--- config.mk ---
export PLATFORM = sky130hd
export DESIGN_NAME = hazard_unit_flat
export DESIGN_NICKNAME = d
export VERILOG_FILES = /design/src/rtl/hazard_unit_if.sv /design/src/rtl/hazard_unit.sv /design/src/flat_wrapper.sv
export SDC_FILE = /design/constraint.sdc
export NUM_CORES = 1
export LEC_CHECK = 0
export ABC_AREA = 0
export CAP_MARGIN = 5
export CORE_MARGIN = 2
export CORE_UTILIZATION = 45
export CTS_BUF_LIST = sky130_fd_sc_hd__clkbuf_8
export CTS_CLUSTER_DIAMETER = 60
export DETAILED_ROUTE_END_ITERATION = 8
export HOLD_SLACK_MARGIN = 0.06
export PLACE_DENSITY = 0.75
export RECOVER_POWER = 25
export SLEW_MARGIN = 20
export SYNTH_ARGS = -nofsm -noshare
export SYNTH_HDL_FRONTEND = slang
export SYNTH_SLANG_ARGS = --single-unit
--- constraint.sdc ---
create_clock -name clk_i -period 2.77 [get_ports clk_i]
set_clock_uncertainty 0.15 [all_clocks]
set_input_delay 0.4155 -clock clk_i [delete_from_list [all_inputs] [get_ports clk_i]]
set_output_delay 0.4155 -clock clk_i [all_outputs]
set_load 0.005 [all_outputs]
--- src/rtl/hazard_unit_if.sv ---
// Hazard-controller bundle: ID/EX decode inputs in, pipeline steering and perf counters out.
// The master side is the pipeline datapath; the slave side is hazard_unit.
interface hazard_unit_if;
    logic [31:0] instr_ID;
    logic        RegWEn_ID;
    logic [1:0]  WBSel_ID;
    logic        PCSel_EX;
    logic        stall_IF;
    logic        stall_ID;
    logic        flush_IF;
    logic        flush_ID;
    logic [1:0]  fwdA_sel;
    logic [1:0]  fwdB_sel;
    logic [31:0] stall_cnt_o;
    logic [31:0] flush_cnt_o;

    modport master (
        output instr_ID, RegWEn_ID, WBSel_ID, PCSel_EX,
        input  stall_IF, stall_ID, flush_IF, flush_ID,
        input  fwdA_sel, fwdB_sel, stall_cnt_o, flush_cnt_o
    );

    modport slave (
        input  instr_ID, RegWEn_ID, WBSel_ID, PCSel_EX,
        output stall_IF, stall_ID, flush_IF, flush_ID,
        output fwdA_sel, fwdB_sel, stall_cnt_o, flush_cnt_o
    );
endinterface

--- src/rtl/hazard_unit.sv ---
// Pipeline hazard controller: tracks rd/rs of EX/MEM/WB in a shadow pipeline and
// produces stall, flush and EX forward selects plus stall/flush event counters.
module hazard_unit #(
    parameter bit FORWARD          = 1'b1,
    parameter bit RF_WRITE_THROUGH = 1'b1
) (
    input  logic         clk_i,
    input  logic         rst_ni,
    hazard_unit_if.slave hz
);

    function automatic logic uses_rs1(input logic [6:0] op);
        return !(op == 7'b0110111 || op == 7'b0010111 || op == 7'b1101111);
    endfunction

    function automatic logic uses_rs2(input logic [6:0] op);
        return (op == 7'b0110011 || op == 7'b0100011 || op == 7'b1100011);
    endfunction

    // ID decode
    logic [4:0] id_rs1, id_rs2, id_rd;
    logic       id_rs1_use, id_rs2_use, id_wen, id_load;
    logic       unused_instr_bits;

    assign id_rs1     = hz.instr_ID[19:15];
    assign id_rs2     = hz.instr_ID[24:20];
    assign id_rd      = hz.instr_ID[11:7];
    assign id_rs1_use = uses_rs1(hz.instr_ID[6:0]);
    assign id_rs2_use = uses_rs2(hz.instr_ID[6:0]);
    // Writes to x0 are folded away here so nothing downstream can match on them.
    assign id_wen     = hz.RegWEn_ID && (id_rd != 5'd0);
    assign id_load    = (hz.WBSel_ID == 2'b00);
    assign unused_instr_bits = ^{hz.instr_ID[31:25], hz.instr_ID[14:12]};

    // Shadow pipeline state
    logic       ex_vld_q;
    logic       ex_wen_q, ex_load_q, ex_rs1_use_q, ex_rs2_use_q;
    logic [4:0] ex_rd_q, ex_rs1_q, ex_rs2_q;
    logic       mem_wen_q, wb_wen_q;
    logic [4:0] mem_rd_q, wb_rd_q;
    logic [31:0] stall_cnt_q, stall_cnt_d;
    logic [31:0] flush_cnt_q, flush_cnt_d;

    function automatic logic id_reads(input logic [4:0] rd);
        return (id_rs1_use && id_rs1 == rd) || (id_rs2_use && id_rs2 == rd);
    endfunction

    logic ex_hit, mem_hit, wb_hit, haz;

    assign ex_hit  = ex_vld_q && ex_wen_q && id_reads(ex_rd_q);
    assign mem_hit = mem_wen_q && id_reads(mem_rd_q);
    assign wb_hit  = wb_wen_q && id_reads(wb_rd_q);
    assign haz     = FORWARD ? (ex_hit && ex_load_q)
                             : (ex_hit || mem_hit || (!RF_WRITE_THROUGH && wb_hit));

    function automatic logic [1:0] fwd_sel(input logic use_rs, input logic [4:0] rs);
        if (!FORWARD || !ex_vld_q || !use_rs) return 2'b00;
        if (mem_wen_q && mem_rd_q == rs)      return 2'b01;
        if (wb_wen_q && wb_rd_q == rs)        return 2'b10;
        return 2'b00;
    endfunction

    always_comb begin
        hz.stall_IF = 1'b0;
        hz.stall_ID = 1'b0;
        hz.flush_IF = 1'b0;
        hz.flush_ID = 1'b0;
        // A redirect kills the hazarding instruction anyway, so it wins over a stall.
        if (hz.PCSel_EX) begin
            hz.flush_IF = 1'b1;
            hz.flush_ID = 1'b1;
        end else if (haz) begin
            hz.stall_IF = 1'b1;
            hz.stall_ID = 1'b1;
            hz.flush_ID = 1'b1;
        end
    end

    assign hz.fwdA_sel    = fwd_sel(ex_rs1_use_q, ex_rs1_q);
    assign hz.fwdB_sel    = fwd_sel(ex_rs2_use_q, ex_rs2_q);
    assign stall_cnt_d    = stall_cnt_q + {31'd0, hz.stall_ID};
    assign flush_cnt_d    = flush_cnt_q + {31'd0, hz.PCSel_EX};
    assign hz.stall_cnt_o = stall_cnt_q;
    assign hz.flush_cnt_o = flush_cnt_q;

    // ID -> EX -> MEM -> WB, control (validity, counters)
    always_ff @(posedge clk_i) begin
        if (!rst_ni) begin
            ex_vld_q    <= 1'b0;
            mem_wen_q   <= 1'b0;
            wb_wen_q    <= 1'b0;
            stall_cnt_q <= 32'd0;
            flush_cnt_q <= 32'd0;
        end else begin
            ex_vld_q    <= !hz.flush_ID;
            mem_wen_q   <= ex_vld_q && ex_wen_q;
            wb_wen_q    <= mem_wen_q;
            stall_cnt_q <= stall_cnt_d;
            flush_cnt_q <= flush_cnt_d;
        end
    end

    // ID -> EX -> MEM -> WB, register indices and flags (qualified by validity above)
    always_ff @(posedge clk_i) begin
        ex_wen_q     <= id_wen;
        ex_load_q    <= id_load;
        ex_rd_q      <= id_rd;
        ex_rs1_q     <= id_rs1;
        ex_rs2_q     <= id_rs2;
        ex_rs1_use_q <= id_rs1_use;
        ex_rs2_use_q <= id_rs2_use;
        mem_rd_q     <= ex_rd_q;
        wb_rd_q      <= mem_rd_q;
    end

endmodule

--- src/flat_wrapper.sv ---
// flat-port wrapper written by rule: the top's interface ports become plain ports
module hazard_unit_flat 
#(
    parameter bit FORWARD          = 1'b1,
    parameter bit RF_WRITE_THROUGH = 1'b1
)
  (clk_i, rst_ni, hz_instr_ID, hz_RegWEn_ID, hz_WBSel_ID, hz_PCSel_EX, hz_stall_IF, hz_stall_ID, hz_flush_IF, hz_flush_ID, hz_fwdA_sel, hz_fwdB_sel, hz_stall_cnt_o, hz_flush_cnt_o);
  hazard_unit_if hz_i ();
  input  logic clk_i;
  input  logic rst_ni;
  input wire logic [$bits(hz_i.instr_ID)-1:0] hz_instr_ID;
  input wire logic [$bits(hz_i.RegWEn_ID)-1:0] hz_RegWEn_ID;
  input wire logic [$bits(hz_i.WBSel_ID)-1:0] hz_WBSel_ID;
  input wire logic [$bits(hz_i.PCSel_EX)-1:0] hz_PCSel_EX;
  output wire logic [$bits(hz_i.stall_IF)-1:0] hz_stall_IF;
  output wire logic [$bits(hz_i.stall_ID)-1:0] hz_stall_ID;
  output wire logic [$bits(hz_i.flush_IF)-1:0] hz_flush_IF;
  output wire logic [$bits(hz_i.flush_ID)-1:0] hz_flush_ID;
  output wire logic [$bits(hz_i.fwdA_sel)-1:0] hz_fwdA_sel;
  output wire logic [$bits(hz_i.fwdB_sel)-1:0] hz_fwdB_sel;
  output wire logic [$bits(hz_i.stall_cnt_o)-1:0] hz_stall_cnt_o;
  output wire logic [$bits(hz_i.flush_cnt_o)-1:0] hz_flush_cnt_o;
  assign hz_i.instr_ID = hz_instr_ID;
  assign hz_i.RegWEn_ID = hz_RegWEn_ID;
  assign hz_i.WBSel_ID = hz_WBSel_ID;
  assign hz_i.PCSel_EX = hz_PCSel_EX;
  assign hz_stall_IF = hz_i.stall_IF;
  assign hz_stall_ID = hz_i.stall_ID;
  assign hz_flush_IF = hz_i.flush_IF;
  assign hz_flush_ID = hz_i.flush_ID;
  assign hz_fwdA_sel = hz_i.fwdA_sel;
  assign hz_fwdB_sel = hz_i.fwdB_sel;
  assign hz_stall_cnt_o = hz_i.stall_cnt_o;
  assign hz_flush_cnt_o = hz_i.flush_cnt_o;
  hazard_unit #(.FORWARD(FORWARD), .RF_WRITE_THROUGH(RF_WRITE_THROUGH)) u_core (.clk_i(clk_i), .rst_ni(rst_ni), .hz(hz_i));
endmodule
==> results of run 1 <==
==> layer usage <==
layer  wire (um)  up-vias  GRT usage, %
met2        5093       99         32.90
li1            -     1821             -
met1        4446     1741         26.67
met4         227        0         8.325
met5           0        -             0
met3         473       20         3.584
==> power groups by stage <==
stage / Combinational (uW) / Clock (uW) / Sequential [uW]
2_1_floorplan: 60.7 / 0 / 1460
3_3_place_gp: 134 / 0 / 1460
3_5_place_dp: 139 / 0 / 1460
4_1_cts: 140 / 919 / 1430
5_1_grt: 158 / 978 / 1430
6_report: 148 / 893 / 1430
==> worst max-delay path: stages <==
cell	delay, ns
sky130_fd_sc_hd__clkdlybuf4s50_1	0.47
sky130_fd_sc_hd__and3_1	0.19
sky130_fd_sc_hd__o2111ai_2	0.24
sky130_fd_sc_hd__nand3_2	0.13
sky130_fd_sc_hd__a21oi_2	0.19
sky130_fd_sc_hd__ha_2	0.24
sky130_fd_sc_hd__ha_4	0.14
sky130_fd_sc_hd__and3_4	0.18
sky130_fd_sc_hd__nand4_1	0.18
sky130_fd_sc_hd__or4_1	0.53
sky130_fd_sc_hd__a21oi_1	0.16
==> cells by family after synthesis <==
family	Yosys count	share of synthesized area (%)
flops	96	47.13
mux	4	0.9819
fa+ha+maj	4	1.227
simple gates	183	26.36
compound gates	67	9.880
xor+xnor	54	11.60
buf+inv	25	2.823
==> flip-flops by register name, summed over array words and instances (netlist names) <==
| name | cells |
|---|---|
| u_core.ex_rd_q | 5 |
| u_core.mem_rd_q | 5 |
| u_core.ex_load_q | 1 |
| u_core.ex_wen_q | 1 |
| u_core.ex_rs1_use_q | 1 |
| u_core.hz.stall_cnt_o | 32 |
| u_core.ex_vld_q | 1 |
| u_core.mem_wen_q | 1 |
| u_core.hz.flush_cnt_o | 32 |
| u_core.ex_rs1_q | 5 |
| u_core.ex_rs2_q | 5 |
| u_core.wb_wen_q | 1 |
| u_core.ex_rs2_use_q | 1 |
| u_core.wb_rd_q | 5 |
==> layout make-up <==
| type | count | share of cell area [%] |
|---|---|---|
| clock buffers | 9 | 2.149 |
| clock inverters | 7 | 1.238 |
| inverters | 6 | 0.3908 |
| multi-input cells | 312 | 38.47 |
| flip-flops and latches | 96 | 33.50 |
| well taps | 108 | 2.345 |
| repair buffers | 131 | 21.91 |
==> metrics by stage <==
stage | power (uW) | utilization (%) | instance area, um2
3_5_place_dp | 1600 | 60.81 | 5329
3_3_place_gp | 1594 | 60.81 | 5329
6_report | 2469 | 65.76 | 5763
4_1_cts | 2488 | 64.05 | 5613
5_1_grt | 2568 | 65.76 | 5763
2_1_floorplan | 1517 | - | 4153
==> placed cells by master, fill, tap and decap left out, types with 2 or more instances in the layout <==
| cell type | n |
|---|---|
| sky130_fd_sc_hd__nor4_4 | 3 |
| sky130_fd_sc_hd__ha_1 | 2 |
| sky130_fd_sc_hd__o21ai_0 | 12 |
| sky130_fd_sc_hd__nor2_1 | 27 |
| sky130_fd_sc_hd__nor4_2 | 2 |
| sky130_fd_sc_hd__nor4_1 | 3 |
| sky130_fd_sc_hd__xnor2_1 | 18 |
| sky130_fd_sc_hd__or4_1 | 17 |
| sky130_fd_sc_hd__clkdlybuf4s50_1 | 85 |
| sky130_fd_sc_hd__o41ai_2 | 2 |
| sky130_fd_sc_hd__dlygate4sd2_1 | 8 |
| sky130_fd_sc_hd__and3_1 | 13 |
| sky130_fd_sc_hd__inv_1 | 5 |
| sky130_fd_sc_hd__dfxtp_1 | 93 |
| sky130_fd_sc_hd__or3_1 | 11 |
| sky130_fd_sc_hd__clkbuf_8 | 9 |
| sky130_fd_sc_hd__buf_6 | 3 |
| sky130_fd_sc_hd__nand4_4 | 2 |
| sky130_fd_sc_hd__clkinv_4 | 2 |
| sky130_fd_sc_hd__nand3_1 | 20 |
| sky130_fd_sc_hd__dlymetal6s2s_1 | 6 |
| sky130_fd_sc_hd__xor2_2 | 2 |
| sky130_fd_sc_hd__nor3_1 | 2 |
| sky130_fd_sc_hd__nand2_1 | 28 |
| sky130_fd_sc_hd__and4_1 | 9 |
| sky130_fd_sc_hd__and2_1 | 9 |
| sky130_fd_sc_hd__nand4_1 | 20 |
| sky130_fd_sc_hd__a21oi_2 | 3 |
| sky130_fd_sc_hd__o21a_1 | 2 |
| sky130_fd_sc_hd__o31ai_1 | 16 |
| sky130_fd_sc_hd__mux2i_1 | 4 |
| sky130_fd_sc_hd__xor2_1 | 34 |
| sky130_fd_sc_hd__nand2b_1 | 5 |
| sky130_fd_sc_hd__inv_6 | 3 |
| sky130_fd_sc_hd__a21oi_1 | 27 |
| sky130_fd_sc_hd__buf_4 | 27 |
| sky130_fd_sc_hd__dfxtp_4 | 2 |
==> what timing repair did <==
action,4_1_cts,5_1_grt
hold buffers,0,1
setup buffers,8,4
gates resized for setup,17,28
endpoints found under the setup margin,21,19
pin swaps,11,22
cloned,0,1
endpoints found under the hold margin,0,1
==> worst max path at each step <==
stage / endpoint / slack, ns / depth (start not counted)
after floorplan: u_core.hz.stall_cnt_o[28] / 0.008 / 12
after global placement: u_core.hz.stall_cnt_o[22] / -0.56 / 12
after detailed placement: u_core.hz.stall_cnt_o[30] / -0.70 / 12
after CTS: hz_stall_ID / -0.12 / 7
after global routing: u_core.hz.stall_cnt_o[20] / -0.27 / 12
final: u_core.hz.stall_cnt_o[24] / -0.15 / 11
==> impl_metrics.prom, run 1 <==
# TYPE chip_impl_metric gauge
chip_impl_metric{name="grt_first_pass_wirelength",unit="um"} 16240
chip_impl_metric{name="dpl.cell_count",unit=""} 640
chip_impl_metric{name="totalWireLength",unit="um"} 10240
chip_impl_metric{name="initial_utilization",unit="%"} 46.53
chip_impl_metric{name="power_frac_clock",unit="%"} 36.1
chip_impl_metric{name="port_buffers",unit=""} 99
chip_impl_info{name="timing.hold.worst.start",value="hz_instr_ID[21]"} 1
chip_impl_info{name="worst_min_delay_path_endpoint",value="u_core.ex_rs2_q[1]"} 1
chip_impl_metric{name="cts_max_path_buffers",unit=""} 2
chip_impl_metric{name="synth.avg_cell_area",unit="um2"} 9.417
chip_impl_info{name="crit_path_end_kind",value="register"} 1
chip_impl_metric{name="die_area",unit="um2"} 9839
chip_impl_metric{name="post_synth_inst_count",unit=""} 433
chip_impl_metric{name="sequential_cell_area",unit="um2"} 1931
chip_impl_info{name="critical_path.startpoint",value="hz_instr_ID[6]"} 1
chip_impl_metric{name="ys_ff_latch",unit=""} 96
chip_impl_metric{name="ys.warnings.count",unit=""} 0
chip_impl_metric{name="fin_crit_sh",unit="%"} 105.4
chip_impl_info{name="synth.area.top_cells",value="sky130_fd_sc_hd__dfxtp_1 (47%), sky130_fd_sc_hd__xor2_1 (7.7%), sky130_fd_sc_hd__xnor2_1 (3.9%)"} 1
chip_impl_metric{name="reg_to_reg_slack_setup",unit="ns"} -0.11
chip_impl_metric{name="drc_errors",unit=""} 0
chip_impl_metric{name="io_count",unit=""} 110
chip_impl_metric{name="layout.cells.non_filler",unit=""} 669
chip_impl_metric{name="detail_route.vias_per_cell",unit=""} 5.502
chip_impl_metric{name="numClockSinks",unit=""} 96
chip_impl_metric{name="timing.hold.worst_path_depth",unit=""} 1
chip_impl_metric{name="report.final.slew_viol_count",unit=""} 0
chip_impl_info{name="tritoncts",value="yes"} 1
chip_impl_metric{name="cell_internal_pwr",unit="uW"} 1841
chip_impl_metric{name="required",unit="ns"} 2.91
chip_impl_metric{name="final_hold_viol_count",unit=""} 0
chip_impl_metric{name="relSlewSlack",unit="%"} 58.72
chip_impl_metric{name="area_of_the_core",unit="um2"} 8763
chip_impl_metric{name="area_growth_syn_to_layout",unit="%"} 41.33
chip_impl_metric{name="wl_per_cell",unit="um"} 15.31
chip_impl_metric{name="worst_slack",unit="ns"} -0.1492
chip_impl_info{name="post_synth_most_frequent_cells",value="sky130_fd_sc_hd__dfxtp_1 (96), sky130_fd_sc_hd__xor2_1 (36), sky130_fd_sc_hd__a21oi_1 (30)"} 1
chip_impl_metric{name="synth_edf_count",unit=""} 0
chip_impl_metric{name="period_minus_slack",unit="ns"} 2.919
chip_impl_metric{name="power_frac_seq",unit="%"} 57.9
chip_impl_metric{name="dp_hpwl",unit="um"} 7064
chip_impl_metric{name="ys_async_sr_fraction",unit="%"} 0
chip_impl_metric{name="dr_total_vias",unit=""} 3681
chip_impl_metric{name="tritoncts.num_buffers",unit=""} 9
chip_impl_info{name="crit_path_start_kind",value="input pin"} 1
chip_impl_metric{name="path_clk_slew",unit="ns"} 0.11
chip_impl_info{name="ys.flop_type",value="sky130_fd_sc_hd__dfxtp_1"} 1
chip_impl_metric{name="placement.setup.worst_slack",unit="ns"} -0.6985
chip_impl_info{name="synthDominantAreaCellType",value="sky130_fd_sc_hd__dfxtp_1"} 1
chip_impl_metric{name="swShare",unit="%"} 25.45
chip_impl_metric{name="worst_slew_pin_slew",unit="ns"} 0.6182
chip_impl_info{name="status",value="finished with violations"} 1
chip_impl_info{name="timing.rr.end",value="u_core.hz.stall_cnt_o[24]"} 1
chip_impl_metric{name="gr-usage-all-layers",unit="%"} 20.23
chip_impl_info{name="timing.hold.worst.class",value="in -> reg"} 1
chip_impl_metric{name="vdd.ir_drop.worst",unit="V"} 0.0003310
chip_impl_metric{name="timing.hold.ws",unit="ns"} 0.1527
chip_impl_metric{name="crit_path_max_fanout",unit=""} 4
chip_impl_info{name="rsz0062_at_grt",value="true"} 1
chip_impl_metric{name="postSynthNetCount",unit=""} 475
chip_impl_metric{name="setup_viol_count_final",unit=""} 14
chip_impl_metric{name="net_count_final",unit=""} 598
chip_impl_info{name="rr_startpoint",value="u_core.ex_rd_q[1]"} 1
chip_impl_metric{name="num-fill-cells",unit=""} 715
chip_impl_metric{name="detail_route.iter0.violations",unit=""} 71
chip_impl_metric{name="power.share.combinational",unit="%"} 6.0
chip_impl_metric{name="netSwitchingPower",unit="uW"} 628.5
chip_impl_info{name="yosys.cell_count.top_type",value="sky130_fd_sc_hd__dfxtp_1"} 1
chip_impl_info{name="clockRootBuffer",value="sky130_fd_sc_hd__clkbuf_8"} 1
chip_impl_info{name="failed_checks",value="negative setup slack"} 1
chip_impl_metric{name="cts-htree-levels",unit=""} 3
chip_impl_metric{name="worst_r2r_path_depth",unit=""} 10
chip_impl_metric{name="placer_congestion",unit=""} 0.9064
chip_impl_info{name="worst-setup-path-type",value="in -> reg"} 1
chip_impl_metric{name="die_x",unit="um"} 99.19
chip_impl_metric{name="maxCapViolCount",unit=""} 0
chip_impl_metric{name="std_cell_rows",unit=""} 34
chip_impl_metric{name="max_freq",unit="MHz"} 342.6
chip_impl_metric{name="grt-ovfl-total",unit=""} 0
chip_impl_metric{name="ys_seq_area_share",unit="%"} 47.13
chip_impl_metric{name="die_h",unit="um"} 99.19
chip_impl_metric{name="power_density",unit="nW/um2"} 428.4
chip_impl_metric{name="grt_start_max_net_pins",unit=""} 34
chip_impl_metric{name="cp_data_arrival_time",unit="ns"} 3.06
chip_impl_metric{name="syn-cell-area",unit="um2"} 4078
chip_impl_metric{name="antenna-diode-count",unit=""} 0
chip_impl_metric{name="ys_types",unit=""} 37
chip_impl_metric{name="final_layout_size_suffix_gt1_share",unit="%"} 13.90
chip_impl_metric{name="drtPass1Iterations",unit=""} 5
chip_impl_metric{name="insertion_delay",unit="ns"} 0.36
chip_impl_metric{name="leakage",unit="uW"} 0.002144
chip_impl_metric{name="grt_antenna_before_repair",unit=""} 0
chip_impl_metric{name="tns",unit="ns"} -1.069
chip_impl_metric{name="synth.top_cell.area_share",unit="%"} 47.13
chip_impl_metric{name="ant_nets",unit=""} 0
chip_impl_metric{name="multi_input_logic_area",unit="um2"} 2217
chip_impl_metric{name="first_global_vias",unit=""} 3444
(Power assumes the default switching activity.)
==> run 2, diff against run 1 <==
--- a/config.mk
+++ b/config.mk
@@ -8,12 +8,13 @@
 export ABC_AREA = 0
 export CAP_MARGIN = 5
 export CORE_MARGIN = 2
-export CORE_UTILIZATION = 45
+export CORE_UTILIZATION = 50
 export CTS_BUF_LIST = sky130_fd_sc_hd__clkbuf_8
 export CTS_CLUSTER_DIAMETER = 60
 export DETAILED_ROUTE_END_ITERATION = 8
+export DONT_BUFFER_PORTS = 1
 export HOLD_SLACK_MARGIN = 0.06
-export PLACE_DENSITY = 0.75
+export PLACE_DENSITY = 0.62
 export RECOVER_POWER = 25
 export SLEW_MARGIN = 20
 export SYNTH_ARGS = -nofsm -noshare
==> constraint.sdc (replaced) <==
create_clock -name clk_i -period 3.8 [get_ports clk_i]
set_clock_uncertainty 0.15 [all_clocks]
set_input_delay 0.57 -clock clk_i [delete_from_list [all_inputs] [get_ports clk_i]]
set_output_delay 0.57 -clock clk_i [all_outputs]
set_load 0.005 [all_outputs]
==> impl_metrics.prom, run 2 (synthesis results as in run 1) <==
# TYPE chip_impl_metric gauge
chip_impl_metric{name="antenna-diode-count",unit=""} 0
chip_impl_metric{name="placer_congestion",unit=""} 0.7629
chip_impl_info{name="crit_path_end_kind",value="register"} 1
chip_impl_metric{name="numClockSinks",unit=""} 96
chip_impl_metric{name="dpl_cell_area",unit="um2"} 4135
chip_impl_metric{name="cts.repair.resized",unit=""} 0
chip_impl_info{name="slowest_stage",value="sky130_fd_sc_hd__or4_1"} 1
chip_impl_info{name="critical_path.cell_chain",value="xor2_1 > nor4_1 > nand3_1 > a21oi_1 > ha_1 > ha_1 > and3_1 > nand4_1 > or4_1 > a21oi_1"} 1
chip_impl_metric{name="area_of_the_core",unit="um2"} 7807
chip_impl_info{name="worst_min_delay_path_endpoint",value="u_core.ex_load_q"} 1
chip_impl_info{name="worst-setup-path-type",value="reg -> reg"} 1
chip_impl_metric{name="cp_data_arrival_time",unit="ns"} 3.50
chip_impl_metric{name="required",unit="ns"} 3.94
chip_impl_metric{name="crit_path_max_fanout",unit=""} 13
chip_impl_metric{name="insertion_delay",unit="ns"} 0.37
chip_impl_info{name="tritoncts",value="yes"} 1
chip_impl_metric{name="wl_per_cell",unit="um"} 16.13
chip_impl_info{name="most_common_library_cell_in_the_layout_ignoring_fill_and_taps",value="sky130_fd_sc_hd__dfxtp_1"} 1
chip_impl_metric{name="fin_area",unit="um2"} 4483
chip_impl_info{name="cpLargestDelayFamily",value="simple AND/OR/NAND/NOR gates"} 1
chip_impl_metric{name="leakage",unit="uW"} 0.001550
chip_impl_metric{name="net_count_final",unit=""} 485
chip_impl_metric{name="first_global_vias",unit=""} 2996
chip_impl_metric{name="cts-htree-levels",unit=""} 3
chip_impl_metric{name="vdd.ir_drop.worst",unit="V"} 0.0002256
chip_impl_metric{name="power_density",unit="nW/um2"} 395.0
chip_impl_metric{name="grt_first_pass_wirelength",unit="um"} 14390
chip_impl_info{name="timing.hold.worst.class",value="in -> reg"} 1
chip_impl_info{name="clockRootBuffer",value="sky130_fd_sc_hd__clkbuf_8"} 1
chip_impl_info{name="rr_startpoint",value="u_core.ex_rd_q[3]"} 1
chip_impl_metric{name="initial_utilization",unit="%"} 52.23
chip_impl_metric{name="cts-hold-fix-buffers",unit=""} 11
chip_impl_metric{name="relSlewSlack",unit="%"} 38.26
chip_impl_info{name="timing.rr.end",value="u_core.hz.stall_cnt_o[24]"} 1
chip_impl_metric{name="reg_to_reg_slack_setup",unit="ns"} 0.45
chip_impl_info{name="commonest_cells_after_routing_fill_and_taps_aside",value="sky130_fd_sc_hd__dfxtp_1 (96), sky130_fd_sc_hd__xor2_1 (36), sky130_fd_sc_hd__a21oi_1 (30), sky130_fd_sc_hd__nand2_1 (29), sky130_fd_sc_hd__nor2_1 (27)"} 1
chip_impl_metric{name="final_hold_viol_count",unit=""} 0
chip_impl_metric{name="ant_nets",unit=""} 0
chip_impl_metric{name="io_count",unit=""} 110
chip_impl_metric{name="std_cell_rows",unit=""} 32
chip_impl_metric{name="die_h",unit="um"} 94.31
chip_impl_metric{name="cts_setup_buffers",unit=""} 0
chip_impl_metric{name="final_layout_size_suffix_gt1_share",unit="%"} 5.357
chip_impl_metric{name="max_freq",unit="MHz"} 298.3
chip_impl_metric{name="worst_r2r_path_depth",unit=""} 10
chip_impl_metric{name="setup_viol_count_final",unit=""} 0
chip_impl_metric{name="dr_total_vias",unit=""} 3201
chip_impl_metric{name="totalWireLength",unit="um"} 8872
chip_impl_metric{name="period_minus_slack",unit="ns"} 3.352
chip_impl_metric{name="port_buffers",unit=""} 0
chip_impl_info{name="timing.hold.worst.start",value="hz_WBSel_ID[0]"} 1
chip_impl_metric{name="grt_start_max_net_pins",unit=""} 54
chip_impl_metric{name="report.final.slew_viol_count",unit=""} 0
chip_impl_metric{name="num-fill-cells",unit=""} 745
chip_impl_metric{name="grt_antenna_before_repair",unit=""} 0
chip_impl_metric{name="path_clk_slew",unit="ns"} 0.11
chip_impl_metric{name="tritoncts.num_buffers",unit=""} 9
chip_impl_metric{name="maxCapViolCount",unit=""} 0
chip_impl_metric{name="fin_crit_sh",unit="%"} 88.21
chip_impl_metric{name="path_buf_inv",unit=""} 0
chip_impl_metric{name="detail_route.iter0.violations",unit=""} 85
chip_impl_metric{name="drc_errors",unit=""} 0
chip_impl_metric{name="drtPass1Iterations",unit=""} 6
chip_impl_metric{name="tns",unit="ns"} 0
chip_impl_metric{name="dp_hpwl",unit="um"} 6064
chip_impl_metric{name="worst_slew_pin_slew",unit="ns"} 0.9247
chip_impl_metric{name="area_growth_syn_to_layout",unit="%"} 9.942
chip_impl_metric{name="die_x",unit="um"} 94.31
chip_impl_metric{name="grt-ovfl-total",unit=""} 0
chip_impl_info{name="status",value="finished clean"} 1
chip_impl_info{name="crit_path_start_kind",value="register"} 1
chip_impl_metric{name="detail_route.vias_per_cell",unit=""} 5.820
chip_impl_metric{name="gr-usage-all-layers",unit="%"} 20.32
chip_impl_info{name="rsz0062_at_grt",value="false"} 1
chip_impl_metric{name="crit_path_max_incr_delay",unit="ns"} 0.61
chip_impl_metric{name="die_area",unit="um2"} 8893
chip_impl_metric{name="cts_max_path_buffers",unit=""} 2
chip_impl_metric{name="timing.hold.worst_path_depth",unit=""} 1
==> run 2: routing by layer <==
layer / vias to the layer above / track usage [%] / routed length [um]
li1: 1590 / - / -
met1: 1525 / 25.75 / 3874
met2: 77 / 32.68 / 4305
met3: 9 / 7.143 / 593
met4: 0 / 6.159 / 99
met5: - / 0 / 0
==> run 2: how the worst max path moves through the flow <==
| stage | startpoint | end | slack [ns] | depth (start not counted) |
|---|---|---|---|---|
| floorplan | hz_instr_ID[24] | u_core.hz.stall_cnt_o[26] | 0.72 | 12 |
| global placement | hz_instr_ID[18] | u_core.hz.stall_cnt_o[24] | 0.32 | 10 |
| detailed placement | hz_instr_ID[18] | u_core.hz.stall_cnt_o[24] | 0.25 | 10 |
| CTS | u_core.ex_rd_q[3] | u_core.hz.stall_cnt_o[24] | 0.43 | 10 |
| global route | u_core.ex_rd_q[3] | u_core.hz.stall_cnt_o[24] | 0.18 | 10 |
| finish | u_core.ex_rd_q[3] | u_core.hz.stall_cnt_o[24] | 0.45 | 10 |
==> run 2: report_power, final <==
group	leakage (uW)	internal, uW	switching [uW]	total (uW)
Clock	0.000101	259	408	667
Sequential	0.000784	1020	17.4	1040
Combinational	0.000665	34.1	27.5	61.6
==> run 2: worst register-to-register path, cell delays in order (launching register included) <==
cell and delay [ns]:
sky130_fd_sc_hd__dfxtp_1 0.37, sky130_fd_sc_hd__xor2_1 0.18, sky130_fd_sc_hd__nor4_1 0.35, sky130_fd_sc_hd__nand3_1 0.18, sky130_fd_sc_hd__a21oi_1 0.24, sky130_fd_sc_hd__ha_1 0.25, sky130_fd_sc_hd__ha_1 0.19, sky130_fd_sc_hd__and3_1 0.20
sky130_fd_sc_hd__nand4_1 0.42, sky130_fd_sc_hd__or4_1 0.61, sky130_fd_sc_hd__a21oi_1 0.14
==> run 2: area by class of cell <==
class / count / area (um2) / share of cell area, %
Multi-Input combinational cell: 312 / 2041 / 45.52
Sequential cell: 96 / 1922 / 42.87
Timing Repair Buffer: 18 / 172.7 / 3.852
Tap cell: 102 / 127.6 / 2.847
Clock buffer: 9 / 123.9 / 2.763
Clock inverter: 7 / 73.82 / 1.647
Inverter: 6 / 22.52 / 0.5024
==> run 2: metrics by stage <==
stage	hold WS (ns)	utilization (%)	setup WS [ns]	cells	total power (uW)
5_1_grt	0.07494	57.42	0.1786	550	1840
6_report	0.1021	57.42	0.4480	550	1771
2_1_floorplan	0.2232	-	0.7214	433	1106
3_3_place_gp	0.2281	52.96	0.3168	519	1115
3_5_place_dp	0.2311	52.96	0.2523	519	1115
4_1_cts	0.06364	56.91	0.4304	546	1779
==> run 3, diff against run 2 <==
--- a/config.mk
+++ b/config.mk
@@ -13,6 +13,7 @@
 export CTS_CLUSTER_DIAMETER = 60
 export DETAILED_ROUTE_END_ITERATION = 8
 export DONT_BUFFER_PORTS = 1
+export GPL_TIMING_DRIVEN = 0
 export HOLD_SLACK_MARGIN = 0.06
 export PLACE_DENSITY = 0.62
 export RECOVER_POWER = 25
==> impl_metrics.prom, run 3 (synthesis results as in run 1) <==
# TYPE chip_impl_metric gauge
chip_impl_metric{name="tritoncts.num_buffers",unit=""} 9
chip_impl_metric{name="area_growth_syn_to_layout",unit="%"} 11.63
chip_impl_metric{name="die_area",unit="um2"} 8893
chip_impl_metric{name="first_global_vias",unit=""} 3067
chip_impl_metric{name="cts-htree-levels",unit=""} 3
chip_impl_metric{name="drc_errors",unit=""} 0
chip_impl_metric{name="std_cell_rows",unit=""} 32
chip_impl_metric{name="port_buffers",unit=""} 0
chip_impl_metric{name="insertion_delay",unit="ns"} 0.36
chip_impl_metric{name="required",unit="ns"} 3.95
chip_impl_metric{name="net_count_final",unit=""} 501
chip_impl_info{name="worst-setup-path-type",value="reg -> reg"} 1
chip_impl_info{name="crit_path_end_kind",value="register"} 1
chip_impl_metric{name="dr_total_vias",unit=""} 3267
chip_impl_metric{name="vdd.ir_drop.worst",unit="V"} 0.0001737
chip_impl_info{name="rsz0062_at_grt",value="false"} 1
chip_impl_metric{name="fin_crit_sh",unit="%"} 90.40
chip_impl_metric{name="period_minus_slack",unit="ns"} 3.435
chip_impl_metric{name="cts_max_path_buffers",unit=""} 2
chip_impl_info{name="clockRootBuffer",value="sky130_fd_sc_hd__clkbuf_8"} 1
chip_impl_metric{name="detail_route.vias_per_cell",unit=""} 5.772
chip_impl_metric{name="worst_r2r_path_depth",unit=""} 12
chip_impl_metric{name="cp_data_arrival_time",unit="ns"} 3.59
chip_impl_metric{name="dp_hpwl",unit="um"} 6658
chip_impl_metric{name="setup_viol_count_final",unit=""} 0
chip_impl_info{name="slowest_stage",value="sky130_fd_sc_hd__nor4_1"} 1
chip_impl_metric{name="area_of_the_core",unit="um2"} 7807
chip_impl_metric{name="detail_route.iter0.violations",unit=""} 80
chip_impl_info{name="rr_startpoint",value="u_core.ex_rd_q[3]"} 1
chip_impl_metric{name="crit_path_max_fanout",unit=""} 10
chip_impl_metric{name="initial_utilization",unit="%"} 52.23
chip_impl_metric{name="relSlewSlack",unit="%"} 66.98
chip_impl_metric{name="crit_path_max_incr_delay",unit="ns"} 0.40
chip_impl_info{name="cpLargestDelayFamily",value="simple AND/OR/NAND/NOR gates"} 1
chip_impl_metric{name="grt_start_max_net_pins",unit=""} 20
chip_impl_info{name="status",value="finished clean"} 1
chip_impl_metric{name="grt_antenna_before_repair",unit=""} 0
chip_impl_metric{name="path_clk_slew",unit="ns"} 0.11
chip_impl_metric{name="worst_slew_pin_slew",unit="ns"} 0.4952
chip_impl_metric{name="drtPass1Iterations",unit=""} 4
chip_impl_metric{name="die_h",unit="um"} 94.31
chip_impl_metric{name="antenna-diode-count",unit=""} 0
chip_impl_metric{name="final_layout_size_suffix_gt1_share",unit="%"} 6.681
chip_impl_metric{name="grt-ovfl-total",unit=""} 0
chip_impl_metric{name="grt_first_pass_wirelength",unit="um"} 14830
chip_impl_metric{name="gr-usage-all-layers",unit="%"} 21.13
chip_impl_metric{name="final_hold_viol_count",unit=""} 0
chip_impl_info{name="critical_path.startpoint",value="u_core.ex_rd_q[3]"} 1
chip_impl_info{name="commonest_cells_after_routing_fill_and_taps_aside",value="sky130_fd_sc_hd__dfxtp_1 (96), sky130_fd_sc_hd__xor2_1 (36), sky130_fd_sc_hd__nand2_1 (29), sky130_fd_sc_hd__a21oi_1 (29), sky130_fd_sc_hd__nor2_1 (27)"} 1
chip_impl_metric{name="path_buf_inv",unit=""} 2
chip_impl_info{name="worst_setup_path_endpoint",value="u_core.hz.stall_cnt_o[30]"} 1
chip_impl_metric{name="die_x",unit="um"} 94.31
chip_impl_metric{name="io_count",unit=""} 110
chip_impl_metric{name="cts_setup_buffers",unit=""} 0
chip_impl_metric{name="max_freq",unit="MHz"} 291.1
chip_impl_metric{name="report.final.slew_viol_count",unit=""} 0
chip_impl_metric{name="maxCapViolCount",unit=""} 0
chip_impl_metric{name="placer_congestion",unit=""} 0.8032
chip_impl_info{name="timing.rr.end",value="u_core.hz.stall_cnt_o[30]"} 1
chip_impl_metric{name="cp.depth",unit=""} 12
chip_impl_metric{name="numClockSinks",unit=""} 96
chip_impl_info{name="timing.hold.worst.class",value="in -> reg"} 1
chip_impl_metric{name="ant_nets",unit=""} 0
chip_impl_metric{name="wl_per_cell",unit="um"} 16.31
chip_impl_metric{name="power_density",unit="nW/um2"} 387.5
chip_impl_info{name="critical_path.cell_chain",value="xor2_1 > nor4_1 > nand3_1 > a21oi_2 > ha_1 > ha_1 > and3_1 > buf_2 > nand4_1 > buf_2 > nor4_1 > mux2i_1"} 1
chip_impl_info{name="crit_path_start_kind",value="register"} 1
chip_impl_metric{name="num-fill-cells",unit=""} 737
chip_impl_metric{name="tns",unit="ns"} 0
chip_impl_info{name="tritoncts",value="yes"} 1
chip_impl_metric{name="leakage",unit="uW"} 0.001588
chip_impl_metric{name="p_total",unit="uW"} 1764
chip_impl_info{name="most_common_library_cell_in_the_layout_ignoring_fill_and_taps",value="sky130_fd_sc_hd__dfxtp_1"} 1
chip_impl_metric{name="totalWireLength",unit="um"} 9230
chip_impl_metric{name="reg_to_reg_slack_setup",unit="ns"} 0.36
==> run 3: worst min path at each step <==
| stage | from | to | depth (start not counted) |
|---|---|---|---|
| floorplan | u_core.mem_rd_q[1] | u_core.wb_rd_q[1] | 0 |
| global placement | u_core.mem_rd_q[4] | u_core.wb_rd_q[4] | 0 |
| detailed placement | u_core.ex_rd_q[1] | u_core.mem_rd_q[1] | 0 |
| CTS | hz_instr_ID[7] | u_core.ex_rd_q[0] | 0 |
| global route | hz_WBSel_ID[0] | u_core.ex_load_q | 1 |
| finish | hz_WBSel_ID[0] | u_core.ex_load_q | 1 |
==> run 3: worst reg2reg max path, cell delays in order (launching register included) <==
cell                      delay [ns]
sky130_fd_sc_hd__dfxtp_1        0.36
sky130_fd_sc_hd__xor2_1         0.19
sky130_fd_sc_hd__nor4_1         0.40
sky130_fd_sc_hd__nand3_1        0.22
sky130_fd_sc_hd__a21oi_2        0.27
sky130_fd_sc_hd__ha_1           0.24
sky130_fd_sc_hd__ha_1           0.19
sky130_fd_sc_hd__and3_1         0.15
sky130_fd_sc_hd__buf_2          0.19
sky130_fd_sc_hd__nand4_1        0.20
sky130_fd_sc_hd__buf_2          0.24
sky130_fd_sc_hd__nor4_1         0.37
sky130_fd_sc_hd__mux2i_1        0.22
==> run 3: power breakdown <==
group	switching, uW	leakage (uW)	total, uW	internal (uW)
Sequential	17.5	0.000784	1040	1020
Clock	394	0.000100	653	259
Combinational	32.8	0.000704	68.9	36.1
==> run 3: cell type report <==
class                           count  area (um2)  share of cell area [%]
Tap cell                          102       127.6                   2.804
Buffer                             19       92.59                   2.034
Multi-Input combinational cell    312        2044                   44.91
Sequential cell                    96        1922                   42.22
Timing Repair Buffer               15       150.1                   3.299
Inverter                            6       22.52                  0.4948
Clock buffer                        9       123.9                   2.721
Clock inverter                      7       68.82                   1.512
==> run 3: layer usage <==
metal  routed length, um  global-route usage (%)
met5                   0                       0
met4                 190                   8.696
met2                4270                   33.63
met3                 533                   5.457
met1                4236                   27.34
==> run 3: metrics by stage <==
stage	area, um2	hold WS [ns]	utilization (%)	cells	setup slack [ns]
after CTS	4508	0.06363	57.74	562	0.3237
after global placement	4205	0.2295	53.86	535	0.1436
after floorplan	4078	0.2232	-	433	0.7214
after global routing	4552	0.08575	58.30	566	0.06745
after detailed placement	4205	0.2324	53.86	535	0.1413
final	4552	0.1072	58.30	566	0.3648
==> run 3: repair_timing <==
| action | 4_1_cts | 5_1_grt |
|---|---|---|
| gates resized for setup | 0 | 1 |
| hold buffers | 11 | 4 |
| endpoints found under the hold margin | 11 | 4 |
| setup endpoints to repair | 0 | 1 |
